==> config.mk <==
export PLATFORM = sky130hd
export DESIGN_NAME = store_buffer
export DESIGN_NICKNAME = d
export VERILOG_FILES = /design/src/rtl/sb_pkg.sv /design/src/rtl/sb_match.sv /design/src/rtl/store_buffer.sv
export SDC_FILE = /design/constraint.sdc
export NUM_CORES = 1
export LEC_CHECK = 0
export BUFFER_PORTS_ARGS = -buffer_cell sky130_fd_sc_hd__buf_2
export CORE_ASPECT_RATIO = 0.8
export CORE_MARGIN = 2
export CORE_UTILIZATION = 50
export DETAILED_ROUTE_END_ITERATION = 10
export GPL_ROUTABILITY_DRIVEN = 0
export MAX_ROUTING_LAYER = met4
export PLACE_DENSITY = 0.69
export SETUP_SLACK_MARGIN = 0.02
export SLEW_MARGIN = 20
export SYNTH_ARGS = -nofsm -noshare
export SYNTH_HDL_FRONTEND = slang
export SYNTH_SLANG_ARGS = --single-unit
==> constraint.sdc <==
create_clock -name InputClk -period 8.1 [get_ports InputClk]
set_input_delay 1.215 -clock InputClk [delete_from_list [all_inputs] [get_ports InputClk]]
set_output_delay 1.215 -clock InputClk [all_outputs]
set_load 0.005 [all_outputs]
==> src/rtl/sb_pkg.sv <==
// sb_pkg: shared control-bit indices, entry type and pointer sizing for the store buffer
package sb_pkg;
    localparam int CTRL_RD = 1;
    localparam int CTRL_WR = 2;
    localparam int SB_ADDR_W = 32;
    localparam int SB_DATA_W = 32;
    typedef struct packed {
        logic [SB_ADDR_W-1:0] addr;
        logic [SB_DATA_W-1:0] data;
    } sb_entry_t;
    function automatic int ptrWidth(input int depth);
        return depth > 1 ? $clog2(depth) : 1;
    endfunction
endpackage

==> src/rtl/sb_match.sv <==
// sb_match: DEPTH-way address compare with youngest-first priority select
module sb_match import sb_pkg::*; #(
    parameter int ADDR_W = SB_ADDR_W,
    parameter int DATA_W = SB_DATA_W,
    parameter int DEPTH = 4,
    localparam int PW = ptrWidth(DEPTH)
) (
    input  logic [ADDR_W-1:0] addr,
    input  logic [ADDR_W-1:0] entAddr [DEPTH],
    input  logic [DATA_W-1:0] entData [DEPTH],
    input  logic [DEPTH-1:0]  valid,
    input  logic [PW-1:0]     tail,
    output logic              hit,
    output logic [DATA_W-1:0] data
);
    logic [PW-1:0] idx;
    // walk oldest to youngest so the youngest match is the last to assign
    always_comb begin
        hit = 1'b0;
        data = '0;
        idx = '0;
        for (int k = DEPTH - 1; k >= 0; k--) begin
            idx = tail - PW'(k + 1);
            if (valid[idx] && entAddr[idx] == addr) begin
                hit = 1'b1;
                data = entData[idx];
            end
        end
    end
endmodule

==> src/rtl/store_buffer.sv <==
// store_buffer: posted-write FIFO between CPU and data memory with load forwarding and coalescing
module store_buffer import sb_pkg::*; #(
    parameter int ADDR_W = SB_ADDR_W,
    parameter int DATA_W = SB_DATA_W,
    parameter int DEPTH = 4
) (
    input  logic              InputClk,
    input  logic              rst,
    input  logic [ADDR_W-1:0] cpu_addr,
    input  logic [DATA_W-1:0] cpu_wdata,
    input  logic [2:0]        cpu_ctrl,
    output logic [DATA_W-1:0] cpu_rdata,
    output logic              stall,
    output logic              sb_empty,
    output logic [ADDR_W-1:0] mem_addr,
    output logic [DATA_W-1:0] mem_wdata,
    input  logic [DATA_W-1:0] mem_rdata,
    output logic              mem_read_en,
    output logic              mem_write_en,
    input  logic              mem_ready
);
    localparam int PW = ptrWidth(DEPTH);
    localparam int CW = PW + 1;
    logic [ADDR_W-1:0] entAddr [DEPTH];
    logic [DATA_W-1:0] entData [DEPTH];
    logic [PW-1:0] head, tail, youngest;
    logic [CW-1:0] count;
    logic [DEPTH-1:0] valid;
    logic [DATA_W-1:0] hitData;
    logic wr, rd, hit, loadMiss, drain, coalesce, enq, full, nonEmpty;
    assign wr = cpu_ctrl[CTRL_WR];
    assign rd = cpu_ctrl[CTRL_RD] & ~wr;
    assign youngest = tail - PW'(1);
    assign nonEmpty = count != '0;
    assign full = count == CW'(DEPTH);
    always_comb begin
        valid = '0;
        for (int i = 0; i < DEPTH; i++) valid[i] = {1'b0, PW'(i) - head} < count;
    end
    sb_match #(.ADDR_W(ADDR_W), .DATA_W(DATA_W), .DEPTH(DEPTH)) uMatch (
        .addr(cpu_addr),
        .entAddr(entAddr),
        .entData(entData),
        .valid(valid),
        .tail(tail),
        .hit(hit),
        .data(hitData)
    );
    assign loadMiss = rd & ~hit;
    assign drain = nonEmpty & mem_ready & ~loadMiss;
    // a lone entry retiring this cycle cannot absorb a coalesce; the store becomes a new entry
    assign coalesce = wr & nonEmpty & (entAddr[youngest] == cpu_addr) & ~(count == CW'(1) & drain);
    assign enq = wr & ~coalesce & ~full;
    assign stall = wr & ~coalesce & full;
    assign sb_empty = ~nonEmpty;
    assign mem_read_en = loadMiss;
    assign mem_write_en = drain;
    assign mem_addr = loadMiss ? cpu_addr : drain ? entAddr[head] : '0;
    assign mem_wdata = drain ? entData[head] : '0;
    assign cpu_rdata = rd ? (hit ? hitData : mem_rdata) : '0;
    always_ff @(posedge InputClk) begin
        if (rst) begin
            head <= '0;
            tail <= '0;
            count <= '0;
        end else begin
            if (enq) begin
                entAddr[tail] <= cpu_addr;
                entData[tail] <= cpu_wdata;
                tail <= tail + PW'(1);
            end
            if (coalesce) entData[youngest] <= cpu_wdata;
            if (drain) head <= head + PW'(1);
            count <= count + CW'(enq) - CW'(drain);
        end
    end
endmodule

**After elaboration in Yosys (flattened, before gate mapping)**

Index checks and enable logic that the tools add are counted.

- Flip-flop bits (word level): 263
- Input port bits: 102
- Output and inout bits: 100
- Word-level logic and storage cells: 136

- Add/sub/neg operators: 11
- $lt $le $gt $ge: 15
- Equal/unequal tests: 6
- Mux-type cells: 61
- Bitwise gates (word level): 24
- Reduce and logical (&&, ||, !) cells: 8

Operators with widths:

| operator | count |
|---|---|
| $mux 32 | 31 |
| $bmux 32 s2 | 10 |
| $bwmux 128 | 3 |
| $mux 128 | 3 |
| $demux 32 s2 | 2 |
| $eq 32x32->1 | 4 |
| $ge 3x3->1 const B | 5 |
| $not 2->3 | 5 |
| $lt 2x3->1 | 4 |
| $lt 2x3->1 const B | 4 |
| $and 1x1->1 | 11 |
| $bmux 1 s2 | 4 |
| $mux 1 | 8 |
| $not 1->1 | 8 |
| $logic_and 1x1->1 | 6 |
| $lt 3x1->1 const B | 2 |
| $add 2x1->2 const B | 2 |
| $sub 1x2->2 const A | 2 |
| $sub 2x2->2 const A | 2 |
| $sub 2x2->2 const B | 2 |
| $add 3x1->3 | 1 |
| $eq 3x1->1 const B | 1 |
| $eq 3x3->1 const B | 1 |
| $reduce_bool 3->1 | 1 |
| other kinds (3) | 3 |

**Depth between registers and ports, before layout**

Gate-level depths: netlist (run 1).

- Depth in word-level cells: 24
- Mapped depth: 28
- Gate-level depth less buffers: 19

**Hierarchy**

Synthesis (run 1) repeated with hierarchy kept, for this count alone.

- Cells, all modules: 1893
- Area, all modules: 23017.1 um^2

By module, submodules not included:

| module | instances | cells an instance | area an instance (um^2) |
|---|---|---|---|
| store_buffer | 1 | 816 | 14119.8 |
| sb_match | 1 | 1077 | 8897.3 |

**Least setup slack after synthesis (run 1)**

OpenSTA, ideal clock, no wires.

- Path kind: flip-flop to flip-flop
- Start: register tail[0]
- End: register entAddr[0] in the netlist's numbering (enable)
- Setup time: 468 ps
- Arrival: 5561 ps
- Required time: 7632 ps
- Path slack: 2071 ps
- Cell stages (with the launch flop): 17
- Path buffers: 7
- Period minus slack after synthesis: 6029 ps
- Path through: dfxtp_1 -> buf_6 -> buf_12 -> buf_6 -> buf_4 -> buf_2 -> inv_2 -> ha_1 -> buf_2 -> clkbuf_1 -> mux4_2 -> xnor2_1 -> nand4_1 -> nor4_1 -> a31oi_1 -> o21ai_1 -> nor3b_1

- Elaborated cells between the ends (all ways): 51
- Those cells by class: add/sub: 3; eq/ne: 4; mux: 24; bitwise: 15; reduce/logical: 5

RTL lines:

| element | line | text |
|---|---|---|
| start: declaration | store_buffer.sv:26 | `logic [PW-1:0] head, tail, youngest;` |
| start signal: assignment | store_buffer.sv:70 | `tail <= tail + PW'(1);` |
| $sub 2x1->2 (*) | sb_match.sv:23 | `idx = tail - PW'(k + 1);` |
| net uMatch.idx[0] | sb_match.sv:16 | `logic [PW-1:0] idx;` |
| $not 2->3 (not written as such) | sb_match.sv:24 | `if (valid[idx] && entAddr[idx] == addr) begin` |
| $bmux 32 s2 | sb_match.sv:24 |  |
| $mux 32 (not written as such) (2 in a row) | sb_match.sv:24 |  |
| $eq 32x32->1 | sb_match.sv:24 |  |
| $logic_and 1x1->1 | sb_match.sv:24 |  |
| $mux 1 | sb_match.sv:24 |  |
| (+2 left out) | - |  |
| $not 1->1 | store_buffer.sv:50 | `assign drain = nonEmpty & mem_ready & ~loadMiss;` |
| $and 1x1->1 | store_buffer.sv:50 |  |
| $and 1x1->1 | store_buffer.sv:52 | `assign coalesce = wr & nonEmpty & (entAddr[youngest] == cpu_addr) & ~(count == CW'(1) & drain);` |
| $not 1->1 | store_buffer.sv:52 |  |
| $and 1x1->1 (*) | store_buffer.sv:52 |  |
| $not 1->1 (*) | store_buffer.sv:53 | `assign enq = wr & ~coalesce & ~full;` |
| $and 1x1->1 (*) (2 in a row) | store_buffer.sv:53 |  |
| $reduce_and 2->1 (no line) (*) | - |  |
| end signal: indexed assignment | store_buffer.sv:68 | `entAddr[tail] <= cpu_addr;` |
| end: declaration | store_buffer.sv:24 | `logic [ADDR_W-1:0] entAddr [DEPTH];` |

Mark *: on every way through the listed nets, which the timed path passes. The rest lies on a longest branch. The select of a mux whose other input is x is not followed.
A chain may end at the register's enable or synchronous reset.

**Worst setup path in the final report (run 1)**

- Start: register head[1]
- End: output cpu_rdata[3]

- Cells in the longest elaborated chain, start to end: 11
- Elaborated cells between the ends (all ways): 30
- Those cells by class: add/sub: 4; order compare: 4; mux: 18; reduce/logical: 4

Ends and longest elaborated chain:

| element | line | text |
|---|---|---|
| start: declaration | store_buffer.sv:26 |  |
| start signal: assignment | store_buffer.sv:73 | `if (drain) head <= head + PW'(1);` |
| $sub 1x2->2 / $sub 2x2->2 (equally long branches) | store_buffer.sv:38 | `for (int i = 0; i < DEPTH; i++) valid[i] = {1'b0, PW'(i) - head} < count;` |
| $lt 2x3->1 | store_buffer.sv:38 |  |
| $bmux 1 s2 | sb_match.sv:24 |  |
| $mux 1 (not written as such) | sb_match.sv:24 |  |
| $logic_and 1x1->1 | sb_match.sv:24 |  |
| $mux 32 / $mux 1 (equally long branches) (4 in a row) | sb_match.sv:24 |  |
| $mux 32 (*) (2 in a row) | store_buffer.sv:60 | `assign cpu_rdata = rd ? (hit ? hitData : mem_rdata) : '0;` |
| end: declaration | store_buffer.sv:12 | `output logic [DATA_W-1:0] cpu_rdata,` |

Every way passes the cells marked *; elsewhere a longest branch is shown, timed or not. The select of a mux whose other input is x is not followed.

==> results of run 1 <==
-- layer usage --
metal | track usage, % | up-vias | part of all wire (%)
met1 | 41.1 | 8498 | 41
met2 | 42.3 | 907 | 46
li1 | - | 6835 | -
met4 | 8.51 | 0 | 2.3
met3 | 6.08 | 119 | 10
met5 | - | - | 0
-- area by class of cell --
type / count / area, um^2
Antenna cell: 8 / 20.0
Timing Repair Buffer: 240 / 1330
Multi-Input combinational cell: 1133 / 13400
Clock inverter: 19 / 273
Clock buffer: 36 / 795
Tap cell: 595 / 744
Inverter: 49 / 186
Fill cell: 3478 / 18900
Sequential cell: 263 / 7840
-- per-stage QoR --
stage / instances / total power, W / utilization [%] / cell area [um^2] / setup slack [ns]
detailed placement: 2280 / 0.00583 / 53.9 / 23400 / 1.73
global placement: 2280 / 0.00577 / 53.9 / 23400 / 1.74
floorplan: 1633 / 0.00495 / - / 22200 / 2.07
finish: 2343 / 0.00733 / 56.4 / 24500 / 1.12
CTS: 2335 / 0.00734 / 56.3 / 24500 / 1.17
global route: 2342 / 0.00770 / 56.4 / 24500 / 0.813
-- power groups by stage --
stage               Clock, W  Sequential [W]  Combinational, W
floorplan                  0         0.00187           0.00309
global placement           0         0.00198           0.00379
global route         0.00157         0.00201           0.00412
finish               0.00149         0.00198           0.00387
CTS                  0.00151         0.00197           0.00386
detailed placement         0         0.00200           0.00383
-- critical path: cells and delay by family, from the launching register on --
kind                       cells  cell delay [ns]
and+or+nand+nor                3             1.06
AOI/OAI and AO/OA              5             1.79
buffers and inverters          4             1.13
adders and majority gates      1             0.36
DFF                            1             0.81
-- logic make-up after synthesis --
logic type / after synthesis / synth area share (%)
muxes: 498 / 39.2
and+or+nand+nor: 275 / 7.65
DFF: 263 / 35.3
buffers and inverters: 237 / 5.06
AOI/OAI and AO/OA: 206 / 6.44
xor gates and xnor gates: 141 / 5.57
adders and majority gates: 13 / 0.768
-- flip-flops by register name (all words and copies together) (netlist names) --
register,count
head,2
tail,2
entData,128
entAddr,128
count,3
-- synth_stat cells, types with 12 or more instances --
cell	instances	area share, %
inv_1	46	0.78
nor2_1	18	0.30
buf_6	13	0.66
clkbuf_1	100	1.7
buf_2	37	0.84
o31ai_1	67	2.3
nor3b_1	37	1.3
buf_1	23	0.39
nand2_1	12	0.20
o21ai_0	34	0.77
mux2i_1	61	2.8
edfxtp_1	256	35
nand4_1	80	2.3
a21oi_1	35	0.79
mux4_2	270	27
xnor2_1	120	4.7
a211oi_1	34	1.2
mux2_1	134	6.8
nor2b_1	74	2.1
ha_1	12	0.68
xor2_1	21	0.83
mux2_4	29	2.0
nor4_1	14	0.40
-- worst max path at each step --
stage                            start       endpoint  depth (start not counted)
after floorplan                tail[0]     entAddr[0]                         16
after global placement    cpu_addr[22]  cpu_rdata[31]                         11
after detailed placement  cpu_addr[22]  cpu_rdata[31]                         11
after CTS                      head[1]  mem_wdata[24]                         12
after global routing           head[1]  cpu_rdata[31]                         13
final                          head[1]   cpu_rdata[3]                         13
-- placed cells by master, fill, tap and decap left out, types with 5 or more instances in the layout --
cell type    n
nor2_1      18
mux2i_1     59
mux2_1     134
a211oi_1    34
mux4_2     270
clkbuf_16   31
nand3_1      8
inv_1       45
a21oi_1     35
nor3_1       8
mux2_4      29
nor2b_1     73
o31ai_1     67
nand4_1     80
xnor2_1    120
buf_4       36
edfxtp_1   256
bufinv_16    7
ha_1        11
nor4_1      12
diode_2      8
clkbuf_1     5
nand2_1     12
xor2_1      21
nor3b_1     35
clkinv_1     6
buf_2      200
o21ai_0     34
==> key figures, run 1 <==
Clock tree
  • Worst skew pair latency: approximately 0.58 ns
  • Number of CTS-inserted buffers: 31
  • Bufs on Longest Clock Path: 3
  • Root buf cell: clkbuf_16
  • H-tree levels: 1
  • PostCTS Resize Cnt: 0
  • CTS tree: done
  • Reg clk slew, reported paths: 0.06 ns
  • CTS Hold Buffers Added: 0
  • Clock sinks: about 260
  • Setup Fix Bufs, Post-CTS: 0

Critical path
  • Critical path fanouts, max: 34
  • WP data arrival: 5.77 ns
  • Largest stage delay, worst path: about 0.95 ns
  • Critical path type: register to output pin
  • Flop-to-flop setup slack: roughly 2.0 ns
  • Critical Path Sink Type: output pin
  • Cell mode on critical path: buf_4
  • Required @ worst endpoint: approximately 7 ns
  • Cells along the critical path: inv_1 > ha_1 > a21o_1 > a21oi_1 > o22ai_1 > nor3_1 > nor3_2 > buf_4 > a21boi_4 > and2_1 > buf_4 > o31ai_1 > buf_2
  • Critical path launch point type: register
  • Critical R2R Capture: count[2]
  • Register-to-Register Path Depth: 19
  • CP max-delay cell: a21boi_4
  • Reg-to-reg critical path startpoint: head[1]

Floorplan
  • IO Pins: 202
  • Die W: 239 um
  • Row count: between 60 and 70
  • Die Area: around 46000 um^2
  • Die Y: slightly below 200 um
  • Core area: between 40000 and 50000 um^2
  • Initial Utilization: just over 50%

Synth
  • Netlist Area Pre-Place: between 20000 and 25000 um^2
  • Syn_nets: around 1700
  • Number of flops mapped to enable cells by yosys: 256
  • Post-Syn Instances: roughly 1600
  • FF+latch count, synth: ~260
  • Ys async rst share: 0%
  • Synth Warn #: 0
  • Seq/Total Area, Yosys: about a third
  • Primary FF master, synth: edfxtp_1
  • Synthesized area per cell: ~14 um^2
  • Yosys cell types: between 60 and 70

STA
  • Highest clock rate: around 140 MHz
  • WHS: approximately 0.66 ns
  • Final TNS setup: 0 ns
  • RSZ-0062 raised after global routing: false
  • Least-Margin Pin Slew: between 1 and 1.5 ns
  • Worst Skew: 0.0216 ns
  • Tcrit/Tclk final: 86.2%
  • Max_slew headroom: 24.5%
  • Min cycle time layout: ~7.0 ns
  • Final setup viols: 0
  • Pins Over Slew Limit: 0
  • Final Hold Vio Count: 0

Power
  • NetSw: 0.00267 W
  • Switching part of the total: 36.3%
  • Internal: ~0.0047 W
  • Worst IR drop on VDD: around 0.0003 V
  • Static Leak: approximately 7.9 nW
  • Register share of total power: between 20 and 30%
  • Gate power share: a little over half
  • Clock network power share: between 20% and 30%
  • Pwr Density: 299 nW/um^2

Global route
  • First-pass GRT wire length: between 90000 and 100000 um
  • Vias in the first global route: approximately 16000
  • Largest net degree at the start of global routing: between 70 and 80
  • Total grt overflow: 0
  • All-Layer GR Usage: between 20% and 30%
  • Initial antenna violation count: 6

Detailed routing
  • Drt initial violations: between 1500 and 2000
  • Total wire length: ~65000 um
  • First drt pass iteration count: 5
  • Vias: roughly 16000
  • Per-cell routed wire length: ~28 um
  • Number of vias per cell: ~7.0
  • Routed Antenna Nets: 0
  • DRC: 0

Finish
  • Layout cell share with drive strength beyond 1: between 30% and 40%
  • Nets: about 1800
  • Area grow syn2layout: 10.7%

Hold path
  • Hold Crit Depth: 1
  • Hold Path End: entData[63]
  • Hold Crit Class: register to register
  • Hold_sp: entData[63]

Placed design
  • Post-detail-place hpwl: 39900 um
  • PortBufs: 200

Run
  • Maxcap violations: 0

Outcome
  • Status: finished clean
No activity file was read; power rests on OpenSTA's default activity.
==> inputs of run 2 (changes only) <==
REMOVE_ABC_BUFFERS = 1   (was unset)
==> key figures, run 2 (same netlist as run 1, synthesis figures left out) <==
Outcome
  • Status: finished clean

Critical path
  • Buf/Inv on CP: 5
  • Cells along the critical path: inv_2 > ha_4 > buf_4 > mux4_2 > xnor2_1 > o211ai_1 > nor4_2 > buf_4 > nand3_1 > a21boi_4 > buf_4 > a211oi_1 > o31ai_1 > buf_2
  • Largest stage delay, worst path: approximately 0.74 ns
  • Flop-to-flop setup slack: 1.70 ns
  • Cell mode on critical path: buf_4
  • Critical path type: register to output pin
  • Required @ worst endpoint: roughly 6.9 ns
  • Reg-to-reg critical path startpoint: tail[1]
  • Critical R2R Capture: count[2]
  • Top Family by Delay on Critical Path: buffers and inverters
  • Critical Path Sink Type: output pin
  • Critical path launch point type: register
  • Register-to-Register Path Depth: 20
  • WP data arrival: 6.08 ns
  • CP max-delay cell: dfxtp_4
  • Critical path fanouts, max: 64
  • Stages on worst setup path: 14

Clock tree
  • H-tree levels: 1
  • Reg clk slew, reported paths: ~0.060 ns
  • Number of CTS-inserted buffers: 31
  • CTS Hold Buffers Added: 0
  • Setup Fix Bufs, Post-CTS: 0
  • PostCTS Resize Cnt: 0
  • Bufs on Longest Clock Path: 3
  • CTS tree: done
  • Root buf cell: clkbuf_16
  • Clock sinks: ~260
  • Worst skew pair latency: between 0.5 and 0.6 ns

Floorplan
  • Die Area: 46000 um^2
  • Row count: a little under 70
  • Initial Utilization: about half
  • Die W: between 200 and 250 um
  • IO Pins: between 200 and 250
  • Core area: between 40000 and 50000 um^2
  • Die Y: a little under 200 um

Detailed routing
  • Routed Antenna Nets: 0
  • Vias: 16200
  • Per-cell routed wire length: ~27 um
  • Total wire length: between 60000 and 70000 um
  • Number of vias per cell: around 6.9
  • DRC: 0
  • First drt pass iteration count: 7
  • Drt initial violations: around 2000

Placed design
  • PortBufs: 200
  • Post-detail-place hpwl: 38100 um
  • Placed cells: approximately 2300

STA
  • Highest clock rate: between 100 and 150 MHz
  • Max_slew headroom: 29.6%
  • Final TNS setup: 0 ns
  • Tcrit/Tclk final: between 90% and 100%
  • RSZ-0062 raised after global routing: false
  • Worst Skew: between 0.03 and 0.04 ns
  • Pins Over Slew Limit: 0
  • Min cycle time layout: 7.29 ns
  • Final setup viols: 0
  • Final Hold Vio Count: 0
  • Least-Margin Pin Slew: between 1 and 1.5 ns

Hold path
  • Hold Crit Class: register to register
  • Hold_sp: entData[49]
  • Hold Path End: entData[49]
  • Hold Crit Depth: 1

Power
  • Worst IR drop on VDD: 0.000212 V
  • Pwr Density: just under 300 nW/um^2
  • Static Leak: a little under 8 nW

Global route
  • First-pass GRT wire length: around 96000 um
  • Initial antenna violation count: 5
  • Largest net degree at the start of global routing: a little over 70
  • All-Layer GR Usage: roughly 28%
  • Total grt overflow: 0
  • Vias in the first global route: around 16000

Run
  • Maxcap violations: 0

Finish
  • Final Instance Count excl. Fillers: roughly 2300
  • Top flop regs: entAddr (128), entData (128), count (3)
  • Most frequent cells in the layout: 270 x mux4_2, 256 x edfxtp_1, 200 x buf_2
  • Nets: about 1800
  • Layout Utilization: between 50% and 60%
  • Layout cell share with drive strength beyond 1: a little over a third
  • Area grow syn2layout: 10.1%
  • Commonest non-fill, non-tap cell in the layout: mux4_2
run 2: worst max-delay path by stage:
stage | startpoint | to | slack [ns]
2_1_floorplan | tail[0] | mem_addr[0] | -12.53
3_3_place_gp | tail[1] | cpu_rdata[21] | 1.62
3_5_place_dp | tail[1] | cpu_rdata[26] | 1.54
4_1_cts | tail[1] | cpu_rdata[26] | 0.90
5_1_grt | tail[1] | cpu_rdata[20] | 0.62
6_report | tail[1] | cpu_rdata[11] | 0.81
run 2: through the flow:
| step | hold slack (ns) | worst slack [ns] | instance area [um^2] | total power (W) |
|---|---|---|---|---|
| global placement | 0.619 | 1.62 | 23400 | 0.00573 |
| detailed placement | 0.637 | 1.54 | 23400 | 0.00580 |
| CTS | 0.652 | 0.904 | 24400 | 0.00717 |
| global route | 0.689 | 0.619 | 24400 | 0.00752 |
| finish | 0.652 | 0.808 | 24400 | 0.00716 |
| floorplan | 0.597 | -12.53 | 21200 | 0.00548 |
run 2: routing by layer:
metal	GRT usage [%]	up-vias	routed length (um)
met5	-	-	0
met4	7.98	0	1550
met3	5.36	139	6160
met2	42.0	908	29500
met1	40.0	8296	26200
li1	-	6814	-
run 2: report_power, final:
part	internal, W	total (W)	switching, W
clock network	0.000776	0.00136	0.000580
registers	0.00172	0.00205	0.000324
logic	0.00202	0.00375	0.00174
total	0.00451	0.00716	0.00264
run 2: layout make-up:
class / instances / area, um^2
Sequential cell: 263 / 7840
Timing Repair Buffer: 235 / 1300
Tap cell: 595 / 744
Fill cell: 3524 / 19100
Multi-Input combinational cell: 1133 / 13300
Clock buffer: 44 / 875
Antenna cell: 7 / 17.5
Clock inverter: 13 / 92.6
Inverter: 49 / 186
